===== src/rtl/ex_issue_stage.sv =====
// Execute-stage issue/retire unit: decodes opcodes into ALU op/operands, holds
// MUL ops for MUL_LAT cycles, and registers the ALU result with valid/ready backpressure.
module ex_issue_stage #(
  parameter int DSIZE   = 16,
  parameter int IMM_W   = 8,
  parameter int MUL_LAT = 2
) (
  input  logic             clk,
  input  logic             rst,
  input  logic             in_valid,
  output logic             in_ready,
  input  logic [3:0]       in_opcode,
  input  logic [3:0]       in_rd,
  input  logic [DSIZE-1:0] in_rs_val,
  input  logic [DSIZE-1:0] in_rt_val,
  input  logic [IMM_W-1:0] in_imm,
  output logic [DSIZE-1:0] alu_a,
  output logic [DSIZE-1:0] alu_b,
  output logic [2:0]       alu_op,
  input  logic [DSIZE-1:0] alu_out,
  input  logic             alu_zero,
  output logic             out_valid,
  input  logic             out_ready,
  output logic [DSIZE-1:0] out_result,
  output logic [3:0]       out_rd,
  output logic             out_we,
  output logic             out_branch
);
  // ALU op encodings, same order as the ADD..MUL macros
  localparam logic [2:0] OP_ADD = 3'd0, OP_SUB = 3'd1, OP_AND = 3'd2, OP_XOR = 3'd3,
                         OP_SLL = 3'd4, OP_SRL = 3'd5, OP_COM = 3'd6, OP_MUL = 3'd7;
  localparam int CW = (MUL_LAT > 1) ? $clog2(MUL_LAT) : 1;

  typedef struct packed {
    logic             valid;
    logic [3:0]       opcode;
    logic [3:0]       rd;
    logic [DSIZE-1:0] a;
    logic [DSIZE-1:0] b;
    logic [CW-1:0]    cnt;
  } ex_t;

  ex_t ex;

  logic complete, writable, retire, accept, in_is_mul, in_is_imm;
  logic [DSIZE-1:0] imm_ext;

  assign complete  = ex.valid && (ex.cnt == '0);
  assign writable  = !out_valid || out_ready;
  assign retire    = complete && writable;
  assign in_ready  = !ex.valid || retire;
  assign accept    = in_valid && in_ready;
  assign in_is_mul = (in_opcode == 4'h7) || (in_opcode == 4'hD);
  assign in_is_imm = (in_opcode >= 4'h8) && (in_opcode <= 4'hD);
  assign imm_ext   = DSIZE'($signed(in_imm));

  assign alu_a = ex.a;
  assign alu_b = ex.b;

  always_comb begin
    alu_op = OP_ADD;
    if (!ex.opcode[3]) alu_op = ex.opcode[2:0];
    else begin
      case (ex.opcode)
        4'h8:    alu_op = OP_ADD;
        4'h9:    alu_op = OP_SUB;
        4'hA:    alu_op = OP_AND;
        4'hB:    alu_op = OP_XOR;
        4'hC:    alu_op = OP_SLL;
        4'hD:    alu_op = OP_MUL;
        4'hE:    alu_op = OP_SUB;
        default: alu_op = OP_ADD;
      endcase
    end
  end

  always_ff @(posedge clk or posedge rst) begin
    if (rst) begin
      ex <= '0;
    end else if (accept) begin
      ex.valid  <= 1'b1;
      ex.opcode <= in_opcode;
      ex.rd     <= in_rd;
      ex.a      <= in_rs_val;
      ex.b      <= in_is_imm ? imm_ext : in_rt_val;
      ex.cnt    <= in_is_mul ? CW'(MUL_LAT - 1) : '0;
    end else begin
      if (retire) ex.valid <= 1'b0;
      if (ex.cnt != '0) ex.cnt <= ex.cnt - 1'b1;
    end
  end

  // A retire in the same cycle as a pop overwrites the old result
  always_ff @(posedge clk or posedge rst) begin
    if (rst) begin
      out_valid  <= 1'b0;
      out_result <= '0;
      out_rd     <= '0;
      out_we     <= 1'b0;
      out_branch <= 1'b0;
    end else if (retire) begin
      out_valid  <= 1'b1;
      out_result <= alu_out;
      out_rd     <= ex.rd;
      out_we     <= (ex.opcode <= 4'hD);
      out_branch <= (ex.opcode == 4'hE) && alu_zero;
    end else if (out_valid && out_ready) begin
      out_valid  <= 1'b0;
    end
  end
endmodule


===== config.mk =====
export PLATFORM = sky130hd
export DESIGN_NAME = ex_issue_stage
export DESIGN_NICKNAME = d
export VERILOG_FILES = /design/src/rtl/ex_issue_stage.sv
export SDC_FILE = /design/constraint.sdc
export NUM_CORES = 1
export LEC_CHECK = 0
export BUFFER_PORTS_ARGS = -buffer_cell sky130_fd_sc_hd__buf_2
export CAP_MARGIN = 20
export CORE_UTILIZATION = 47
export CTS_CLUSTER_DIAMETER = 40
export CTS_CLUSTER_SIZE = 14
export DETAILED_ROUTE_END_ITERATION = 6
export PLACE_DENSITY = 0.85
export SLEW_MARGIN = 20
export SYNTH_ARGS = -nofsm -noshare
export SYNTH_HDL_FRONTEND = slang
export SYNTH_SLANG_ARGS = --single-unit

===== constraint.sdc =====
create_clock -name clk -period 2.75 [get_ports clk]
set_input_delay 0.4125 -clock clk [delete_from_list [all_inputs] [get_ports clk]]
set_output_delay 0.4125 -clock clk [all_outputs]
set_load 0.005 [all_outputs]

# After elaboration in Yosys (flattened, before gate mapping)
# Cells that the tools add are included.
word_totals:
  register_bits: 65
  output_inout_bits: 59
classes:
  reduce_logical: 14
  n_mux: 10
  order_cmp: 3
  bitwise_logic: 1
  n_eq_ne: 8
  addsub: 1
op_table:
  columns: ["operator", "n"]
  rows:
  - ["4-bit == test, second input constant", 7]
  - ["16-bit 2-to-1 mux", 1]
  - ["3-bit one-hot mux with 5 select lines", 1]
  - ["4-bit <= comparator, second input constant", 2]
  - ["1-bit 2-to-1 mux", 7]
  - ["1-bit logical AND", 6]
  - ["4-bit by 3-bit == test with 1-bit output, second input constant", 1]
  - ["4-bit >= comparator, second input constant", 1]
  - ["2-bit nonzero test", 2]
  - ["1-bit logical OR", 3]
  - ["3-bit 2-to-1 mux", 1]
  - ["1-bit logical NOT", 2]
  - ["2-bit OR reduction", 1]
  - ["1-bit inverter", 1]
  - ["1-bit subtractor, second input constant", 1]

# Longest topological paths before layout
# Gate-level depths: netlist of run 1.
depth:
  depth_word: 6
  mapped_depth: 7
  depth_no_buf: 4

# Worst setup path before layout of run 1
# No wires, ideal clock.
synth_path:
  kind: "register to register"
  start: "register out_valid"
  end: "register ex (netlist bit alu_a[10])"
  path_buffers: 2
  path_slack_ns: 1.243
  arrival_ns: 1.382
  stages_incl_launch_ff: 7
  synth_period_minus_slack_ns: 1.507
  t_required_ns: 2.625
  setup_time_ns: 0.125
  path_cell_list: "dfrtp_1 > nor2b_2 > o21ai_1 > and2_1 > buf_6 > buf_6 > mux2_4"
synth_via:
  elab_chain_len: 5
synth_rtl:
  columns: ["element", "line", "text"]
  rows:
  - ["start, declared", "22", "output logic out_valid,"]
  - ["start signal, assigned", "96", "out_valid <= 1'b0;"]
  - ["start signal, assigned", "102", "out_valid <= 1'b1;"]
  - ["start signal, assigned", "108", "out_valid <= 1'b0;"]
  - ["1-bit logical NOT", "49", "assign writable = !out_valid || out_ready;"]
  - ["1-bit logical OR", "49", null]
  - ["1-bit logical AND", "50", "assign retire = complete && writable;"]
  - ["1-bit logical OR", "51", "assign in_ready = !ex.valid || retire;"]
  - ["1-bit logical AND", "52", "assign accept = in_valid && in_ready;"]
  - ["end, declared", "43", "ex_t ex;"]
# No other way between the ends.
# A chain may end at the register's enable or synchronous reset.

# Worst setup path in the final report of run 1
layout_path:
  start: "register out_valid"
  end: "output in_ready"
layout_via:
  elab_chain_len: 4
layout_rtl:
  columns: ["element", "line", "text"]
  rows:
  - ["1-bit logical NOT", "49", null]
  - ["1-bit logical OR", "49", null]
  - ["1-bit logical AND", "50", null]
  - ["1-bit logical OR", "51", null]
  - ["end, declared", "11", "output logic in_ready,"]
# No other way between the ends.

==> key figures, run 1 <==
Worst setup path
  • Critical Path Start Type: flop
  • R2R cell count: 4
  • CP required: 2.34 ns
  • Worst R2R End: alu_a[14]
  • Peak fanout along the critical path: 19
  • Worst-path cell chain: nor2b_2, o21ai_1, buf_4, buf_2
  • Crit Path Category: flop to output pin
  • Worst path max stage delay: 0.36 ns
  • Signal arrival time at the worst endpoint: 1.48 ns
  • Slowest CP cell: dfrtp_1
  • Reg-to-reg startpoint: out_valid
  • R2R setup slack: 0.86 ns
  • Critical Path Sink Type: output pin

Finish
  • Ant diodes: 0
  • # fillers: 481
  • Fin cells: 405
  • Layout Area Growth over Synthesis: 21.65%
  • Final core occ: 59.73%
  • Nets: 395
  • Fraction of layout cells with a size suffix above 1: 60.00%

Clocking
  • Post-CTS sizing: 0
  • Clock Root Buffer: clkbuf_8
  • Worst-path clk slew: 0.07 ns
  • Max Buffers Root-to-Sink: 2
  • Post CTS Setup Buffer Count: 0
  • CTS Buf Count: 9
  • CTS Sinks: 65
  • Clock Latency Late Sink: 0.33 ns
  • H-tree lvl count: 3
  • Hold_buf cts: 0
  • TritonCTS clock tree: built

Power and ir drop
  • VDD IR-drop max: 0.3701 mV
  • Psw: 666.8 uW
  • Switch share: between 20 and 30%
  • Sequential fraction of design power: 49.5%
  • Power share of the combinational group: between 20 and 25%
  • Leak: 1.761 nW
  • Pwr Density: 690.9 nW/um2
  • Final Power: about 2.5 mW
  • Clock group share of total power: between 20% and 30%
  • Power Internal: 1.791 mW

Run status
  • Outcome: finished, final reports clean

Logic synthesis
  • Number of distinct library cells after synthesis: 24
  • Top-count cell post-synth: dfrtp_1
  • Syn Nets: a little under 300
  • Synth area leaders: dfrtp_1 56%, mux2_2 13%, buf_4 8.5%
  • Syn Inst Count: 226
  • Top cell type's share of synthesized area: 55.63%
  • YS warnings: 0
  • Synth Flop Type: dfrtp_1
  • Seq/Total Area, Yosys: between 50 and 60%
  • Area of the mapped netlist: 2924 um2
  • Post-synth top cells: 65 x dfrtp_1, 41 x a21oi_1, 33 x buf_4, 33 x mux2_2, 13 x mux2_4
  • FF+latch count, synth: 65
  • Syn Area/Cell: between 10 and 15 um2
  • Ys async rst share: 100.0%
  • Post-synth EDFFs: 0
  • Leading area contributor after synthesis: dfrtp_1

Place
  • DP HPWL: 4100 um
  • GP Congestion: 0.6962
  • IO Port Bufs: approximately 130
  • Placed insts: 390

Global route
  • Largest net degree at the start of global routing: 35
  • Initial antenna violation count: 0
  • Vias in the first global route: 1992
  • Grt ovf: 0
  • Tot GR Track Use: 18.30%
  • First-pass GRT wire length: 9039 um

Floorplanning
  • Die height: 80.88 um
  • Core Area: a little under 6000 um2
  • DIE AREA: 6541 um2
  • Initial Utilization: between 40% and 50%
  • IO Pins: 128
  • Core Rows: 28
  • Die width: between 80 and 90 um

STA
  • Peak Freq: 529.3 MHz
  • Final period utilization: 68.70%
  • Slew Viols, Final: 0
  • Worst-margin pin slew: ~0.7 ns
  • RSZ-0062 raised after global routing: false
  • Clk_skew: 0.01045 ns
  • Final Hold Fails: 0
  • Tmin final: 1.889 ns
  • Hold Slack: 0.2003 ns
  • Slew HR: 51.95%
  • Setup_tns: 0 ns
  • Setup-failing EPs final: 0

Routing
  • Average routed wire per standard cell: 14.12 um
  • Vias: 1996
  • Routed Antenna Nets: 0
  • Via/cell ratio: 4.928
  • DRC Markers: 0
  • WL final: 5718 um
  • First drt pass iteration count: 4
  • Initial DRC Count: 71

Flow run
  • Max_cap viols: 0

Worst hold path
  • Hold WC Path Type: primary input to asynchronous set/reset pin
==> cell usage in the layout (no fill, tap or decap), drive strengths merged <==
cell type  count
nand2          3
nand2b         4
nor2           3
dfrtp         65
mux2          46
nand3          2
clkinv         2
nor3b          1
mux2i          7
a21bo          1
xnor2          1
a21oi         41
clkbuf        12
o21ai          2
a21boi         1
and2           1
nor2b          1
xor2           1
buf          133
inv            2
clkinvlp       1
==> critical path: cells and delay by family, from the launching register on <==
kind / cells / cell delay [ns]
buffers and inverters: 2 / 0.43
AO/OA/AOI/OAI: 1 / 0.19
AND/OR/NAND/NOR: 1 / 0.16
flip-flops: 1 / 0.36
==> power groups by stage <==
| stage | Clock, mW | Sequential, mW | Combinational [mW] |
|---|---|---|---|
| floorplan | 0 | 1.22 | 0.409 |
| global placement | 0 | 1.23 | 0.544 |
| detailed placement | 0 | 1.23 | 0.565 |
| CTS | 0.699 | 1.22 | 0.564 |
| global route | 0.739 | 1.24 | 0.617 |
| finish | 0.686 | 1.22 | 0.554 |
==> metal layers <==
layer  up-vias  GRT usage, %  share of wire [%]
met3         7         4.831                8.4
li1        942             -                  -
met5         -             0                  0
met4         0         7.500               0.89
met2       100         30.50                 46
met1       947         22.45                 44
==> sequential cells by signal, indices dropped and copies added (netlist names) <==
| register | count |
|---|---|
| out_we | 1 |
| alu_b | 16 |
| out_branch | 1 |
| alu_a | 16 |
| out_result | 16 |
| out_rd | 4 |
| ex | 10 |
| out_valid | 1 |
==> cell type report <==
cell class	instances	area [um2]	share of cell area, %
inverters	2	7.507	0.2110
multi-input cells	115	973.4	27.37
well taps	75	93.84	2.638
flip-flops and latches	65	1627	45.73
clock buffers	12	145.1	4.080
clock inverters	3	17.52	0.4924
repair buffers	133	693.2	19.49
==> worst max-delay path by stage <==
stage / from / to / depth (start not counted)
3_5_place_dp: out_ready / alu_a[13] / 5
6_report: out_valid / in_ready / 4
4_1_cts: out_valid / alu_a[13] / 4
2_1_floorplan: rst / alu_a[0] / 1
5_1_grt: out_valid / alu_a[14] / 4
3_3_place_gp: out_ready / ex[34] / 5
==> cells by family (layout without fill, tap and decap cells) <==
group	Yosys count	in the layout	share of synthesized area (%)
DFF	65	65	55.63
muxes	53	53	21.78
buffers and inverters	46	150	11.21
AOI/OAI and AO/OA	45	45	7.959
and+or+nand+nor	15	15	2.825
xor gates and xnor gates	2	2	0.5992
==> stage by stage <==
step / worst slack, ns / instance area, um2
after global routing: 0.7608 / 3557
after floorplan: 0.7110 / 2924
after global placement: 0.9288 / 3395
after detailed placement: 0.8249 / 3395
final: 0.8608 / 3557
after CTS: 0.8470 / 3557
(Power assumes the default switching activity.)
==> run 2, diff against run 1 <==
==> constraint.sdc (replaced) <==
create_clock -name clk -period 2 [get_ports clk]
set_input_delay 0.3 -clock clk [delete_from_list [all_inputs] [get_ports clk]]
set_output_delay 0.3 -clock clk [all_outputs]
set_load 0.005 [all_outputs]
==> run 2 against run 1 <==
  * First-iteration DRC count shrank 21%
  * Register-to-register slack got worse by 0.52 ns
  * Clock power rose by 56%
  * Sequential cell count unchanged
  * Non-clock buffer count stayed put
  * Setup slack worse by 0.60 ns
  * Critical path depth unchanged
  * Design area grew 0.74%
  * Clock skew decreased by 0.0052 ns
  * Largest power group unchanged
==> key figures, run 2 (synthesized netlist as in run 1, its figures left out) <==
STA
  • Clk_skew: 0.005259 ns
  • Slew HR: 72.89%
  • Setup-failing EPs final: 0
  • Final period utilization: 87.08%
  • Peak Freq: 574.2 MHz
  • Tmin final: 1.742 ns
  • Final Hold Fails: 0
  • Setup_tns: 0 ns
  • RSZ-0062 raised after global routing: false
  • Slew Viols, Final: 0
  • Worst-margin pin slew: 0.4066 ns

Clocking
  • H-tree lvl count: 3
  • Post-CTS sizing: 0
  • Post CTS Setup Buffer Count: 0
  • Hold_buf cts: 0
  • TritonCTS clock tree: built
  • Clock Root Buffer: clkbuf_8
  • Worst-path clk slew: approximately 0.07 ns
  • CTS Buf Count: 9
  • CTS Sinks: 65
  • Clock Latency Late Sink: between 0.3 and 0.4 ns
  • Max Buffers Root-to-Sink: 2

Power and ir drop
  • Leak: 1.776 nW
  • Pwr Density: 978.3 nW/um2
  • VDD IR-drop max: 0.4833 mV

Finish
  • Commonest non-fill, non-tap cell in the layout: buf_2
  • Ant diodes: 0
  • # fillers: 526
  • Most frequent cells in the layout: 127 x buf_2, 65 x dfrtp_1, 41 x a21oi_1, 33 x mux2_2, 13 x mux2_4
  • Fraction of layout cells with a size suffix above 1: 59.82%
  • Final Cell Area: ~3600 um2
  • Layout Area Growth over Synthesis: 22.55%
  • Nets: 395
  • Fin cells: 406

Run status
  • Outcome: finished, final reports clean

Place
  • DP HPWL: 3911 um
  • GP Congestion: 0.6878
  • Placed insts: 390
  • IO Port Bufs: approximately 130
  • Placed cell areas: 3395 um2

Routing
  • WL final: between 5000 and 6000 um
  • Routed Antenna Nets: 0
  • First drt pass iteration count: 4
  • Average routed wire per standard cell: about 14 um
  • Initial DRC Count: 56
  • Via/cell ratio: 5.037
  • Vias: 2045
  • DRC Markers: 0

Worst setup path
  • Crit Path Category: flop to output pin
  • Critical Path Sink Type: output pin
  • Buf/Inv on CP: 2
  • Slowest CP cell: dfrtp_1
  • CP top delay family: buffers and inverters
  • Signal arrival time at the worst endpoint: between 1 and 1.5 ns
  • Critical Path Start Type: flop
  • Worst-path cell chain: nor2b_2, o21ai_1, buf_4, buf_2
  • CP required: roughly 1.7 ns
  • Peak fanout along the critical path: 19
  • Worst path max stage delay: approximately 0.37 ns

Floorplanning
  • IO Pins: 128
  • Core Rows: 28
  • Core Area: 5956 um2
  • Die height: just over 80 um
  • DIE AREA: 6541 um2
  • Die width: 80.88 um
  • Initial Utilization: 49.10%

Flow run
  • Max_cap viols: 0

Global route
  • Grt ovf: 0
  • Initial antenna violation count: 0
  • Vias in the first global route: about 1.9k
  • First-pass GRT wire length: 8721 um
  • Largest net degree at the start of global routing: 66
  • Tot GR Track Use: 17.72%

Worst hold path
  • Hold WC Path Type: primary input to asynchronous set/reset pin
-- run 2: per-stage QoR --
step | hold WS (ns) | setup WS (ns) | power (mW) | utilization, %
finish | 0.03593 | 0.2584 | 3.506 | 60.17
global route | 0.04679 | 0.1674 | 3.715 | 60.17
CTS | 0.04194 | 0.2355 | 3.555 | 60.17
detailed placement | 0.4032 | 0.3321 | 2.468 | 57.00
global placement | 0.3920 | 0.4193 | 2.429 | 57.00
floorplan | 0.4200 | 0.07355 | 2.246 | -
-- run 2: path summary, 6_finish.rpt --
check                      cells past startpoint           from       endpoint  slack (ns)
setup / recovery                               4      out_valid       in_ready        0.26
hold / removal                                 3            rst       alu_a[2]        0.04
setup reg to reg                               5      out_valid      alu_a[15]        0.34
hold reg to reg                                1  out_result[7]  out_result[7]        0.50
max in group asynchronous                      3            rst      out_rd[3]        1.69
min in group clk                               2   in_rs_val[6]       alu_a[6]        0.20
-- run 2: layout make-up --
cell class / count / area (um2) / area share [%]
timing repair buffer: 133 / 693.2 / 19.34
clock buffer: 13 / 148.9 / 4.155
multi-input combinational: 115 / 973.4 / 27.16
inverter: 2 / 7.507 / 0.2095
sequential: 65 / 1627 / 45.39
tap: 75 / 93.84 / 2.619
clock inverter: 3 / 40.04 / 1.117
-- run 2: tightest hold or removal path, stage by stage --
cell	delay [ns]
buf_2	0.10
inv_2	0.06
buf_12	0.30
-- run 2: power by group --
part           internal (mW)  switching, mW
combinational          0.441          0.318
sequential              1.55          0.125
clock                  0.608          0.466
total                   2.60          0.909
-- run 2: metal layers --
layer  vias up  GRT usage [%]  part of all wire, %
li1        945              -                    -
met1       980          22.98                   44
met2       111          27.23                   45
met3         9          4.719                  8.8
met4         0          9.107                  1.6
met5         -              0                    0
==> run 3, diff against run 2 <==
--- a/config.mk
+++ b/config.mk
@@ -5,13 +5,15 @@
 export SDC_FILE = /design/constraint.sdc
 export NUM_CORES = 1
 export LEC_CHECK = 0
+export ABC_AREA = 1
 export BUFFER_PORTS_ARGS = -buffer_cell sky130_fd_sc_hd__buf_2
 export CAP_MARGIN = 20
-export CORE_UTILIZATION = 47
+export CORE_UTILIZATION = 48
 export CTS_CLUSTER_DIAMETER = 40
 export CTS_CLUSTER_SIZE = 14
 export DETAILED_ROUTE_END_ITERATION = 6
-export PLACE_DENSITY = 0.85
+export GPL_ROUTABILITY_DRIVEN = 0
+export PLACE_DENSITY = 0.86
 export SLEW_MARGIN = 20
 export SYNTH_ARGS = -nofsm -noshare
 export SYNTH_HDL_FRONTEND = slang
==> run 3 against run 2 <==
  * Via count is 26% higher
  * Sequential cell count stayed put
  * Critical path type unchanged
  * Global-route usage increased by 2.8 points
==> key figures, run 3 <==
Logic synthesis
  • Syn Area/Cell: 8.278 um2
  • Simple-Gate Fraction of Synth Area: between 30% and 40%
  • Synth Flop Type: dfrtp_1
  • Syn Inst Count: 367
  • Compound-Gate Fraction of Synth Area: approximately 1.1%
  • Post-synth top cells: 191 x nand2_1, 65 x dfrtp_1, 42 x nand3_1
  • Post-synth EDFFs: 0
  • Number of distinct library cells after synthesis: 17
  • Syn Nets: 436
  • Seq/Total Area, Yosys: 53.54%
  • Leading area contributor after synthesis: dfrtp_1
  • Top-count cell post-synth: nand2_1
  • Post-Synth XOR/XNOR Area: less than 1%
  • Fraction of the mapped netlist area in adder cells: 0%
  • Post-synthesis mux area share: 0%
  • Area of the mapped netlist: 3038 um2
  • FF+latch count, synth: 65
  • Largest family of logic cells by synthesized area: simple AND/OR/NAND/NOR gates
  • Top cell type's share of synthesized area: 53.54%
  • Ys async rst share: 100.0%
  • YS warnings: 0
  • Synth area leaders: dfrtp_1 54%, nand2_1 24%, buf_4 8.4%

Clocking
  • Worst-path clk slew: 0.07 ns
  • CTS Sinks: 65
  • Clock Root Buffer: clkbuf_8
  • CTS Buf Count: 9
  • Max Buffers Root-to-Sink: 2
  • H-tree lvl count: 3
  • Post CTS Setup Buffer Count: 0
  • TritonCTS clock tree: built
  • Clock Latency Late Sink: 0.33 ns

Floorplanning
  • Die width: 81.56 um
  • Initial Utilization: between 50% and 60%
  • DIE AREA: 6651 um2
  • Die height: 81.56 um
  • Core Area: 6026 um2
  • Core Rows: 28
  • IO Pins: approximately 130

STA
  • Hold Slack: 0.1598 ns
  • Slew HR: around 70%
  • Worst-margin pin slew: 0.4731 ns
  • Final period utilization: 91.01%
  • Final Hold Fails: 0
  • RSZ-0062 raised after global routing: false
  • Peak Freq: between 500 and 600 MHz
  • Setup_tns: 0 ns
  • Clk_skew: 0.005097 ns
  • Slew Viols, Final: 0
  • Setup-failing EPs final: 0
  • Tmin final: about 1.8 ns

Routing
  • Initial DRC Count: 123
  • WL final: around 6300 um
  • First drt pass iteration count: 4
  • DRC Markers: 0
  • Vias: 2578
  • Routed Antenna Nets: 0
  • Via/cell ratio: 4.739
  • Average routed wire per standard cell: 11.66 um

Power and ir drop
  • Pwr Density: 1086 nW/um2
  • Leak: ~2.2 nW
  • Final Power: 4.035 mW
  • VDD IR-drop max: 0.6116 mV

Finish
  • Fraction of layout cells with a size suffix above 1: 33.05%
  • Nets: between 500 and 600
  • Fin cells: 544
  • Commonest non-fill, non-tap cell in the layout: nand2_1
  • Final core occ: roughly three fifths
  • Most frequent cells in the layout: 191 x nand2_1, 127 x buf_2, 64 x dfrtp_1, 42 x nand3_1, 10 x clkbuf_8
  • Ant diodes: 0
  • Layout Area Growth over Synthesis: 22.28%

Run status
  • Outcome: finished, final reports clean

Place
  • Placed insts: around 530
  • IO Port Bufs: ~130
  • DP HPWL: 4641 um

Worst setup path
  • Worst setup path startpoint: ex[41]
  • Critical Path Start Type: flop
  • Peak fanout along the critical path: 27
  • Reg-to-reg startpoint: ex[41]
  • CP required: 1.70 ns
  • Crit Path Category: flop to output pin
  • Critical Path Sink Type: output pin
  • Signal arrival time at the worst endpoint: around 1.5 ns

Global route
  • Largest net degree at the start of global routing: 45
  • Tot GR Track Use: 20.56%
  • Vias in the first global route: 2340
  • Initial antenna violation count: 0
  • Grt ovf: 0
  • First-pass GRT wire length: 10160 um

Worst hold path
  • Hold WC Path Type: primary input to flop
  • Worst hold start: alu_out[10]

Flow run
  • Max_cap viols: 0
-- run 3: worst paths after layout --
kind                             endpoint  slack [ns]  cells past startpoint
setup / recovery                 in_ready        0.18                      5
min in group asynchronous        alu_b[0]        0.54                      3
max in group asynchronous          ex[41]        0.87                      4
setup reg to reg                 alu_a[6]        0.34                      7
hold reg to reg                 alu_a[15]        0.47                      2
hold / removal             out_result[10]        0.16                      3
-- run 3: repair_timing --
action	4_1_cts	5_1_grt
hold endpoints to repair	21	0
gates resized for setup	0	2
setup endpoints to repair	0	1
hold buffers	1	0
-- run 3: worst max-delay path, cell delays in order, from the launching register on --
cell and delay [ns]:
dfrtp_2 0.45, inv_1 0.07, nor2_2 0.12, nand2_4 0.21, nand2_8 0.20, buf_2 0.13
-- run 3: cells by family after synthesis --
kind of cell    Yosys count
compound gates            4
simple gates            240
xor+xnor                  2
buf+inv                  56
flops                    65
-- run 3: per-stage QoR --
step / worst slack, ns / area [um2]
after CTS: 0.07163 / 3705
after detailed placement: 0.2637 / 3475
final: 0.1798 / 3715
after global routing: 0.07234 / 3715
after global placement: 0.3633 / 3475
after floorplan: 0.07355 / 3038
-- run 3: metal layers --
layer | GRT usage (%) | up-vias | wire [um]
met2 | 33.92 | 116 | 2918
li1 | - | 1298 | -
met5 | 0 | - | 0
met1 | 23.99 | 1155 | 2757
met3 | 7.000 | 9 | 581
met4 | 9.643 | 0 | 85
-- run 3: layout make-up --
| cell class | instances | area [um2] |
|---|---|---|
| fillers | 548 | 2311 |
| flip-flops and latches | 65 | 1628 |
| multi-input cells | 246 | 1040 |
| repair buffers | 134 | 703.2 |
| clock buffers | 11 | 141.4 |
| well taps | 75 | 93.84 |
| clock inverters | 5 | 78.83 |
| inverters | 8 | 30.03 |
-- run 3: report_power, final --
part           switching, mW  total [mW]  leakage [nW]  internal (mW)
Clock                  0.474        1.21         0.113          0.734
Sequential             0.183        1.82         0.800           1.64
Combinational          0.557        1.00          1.32          0.448
Total                   1.21        4.03          2.23           2.82
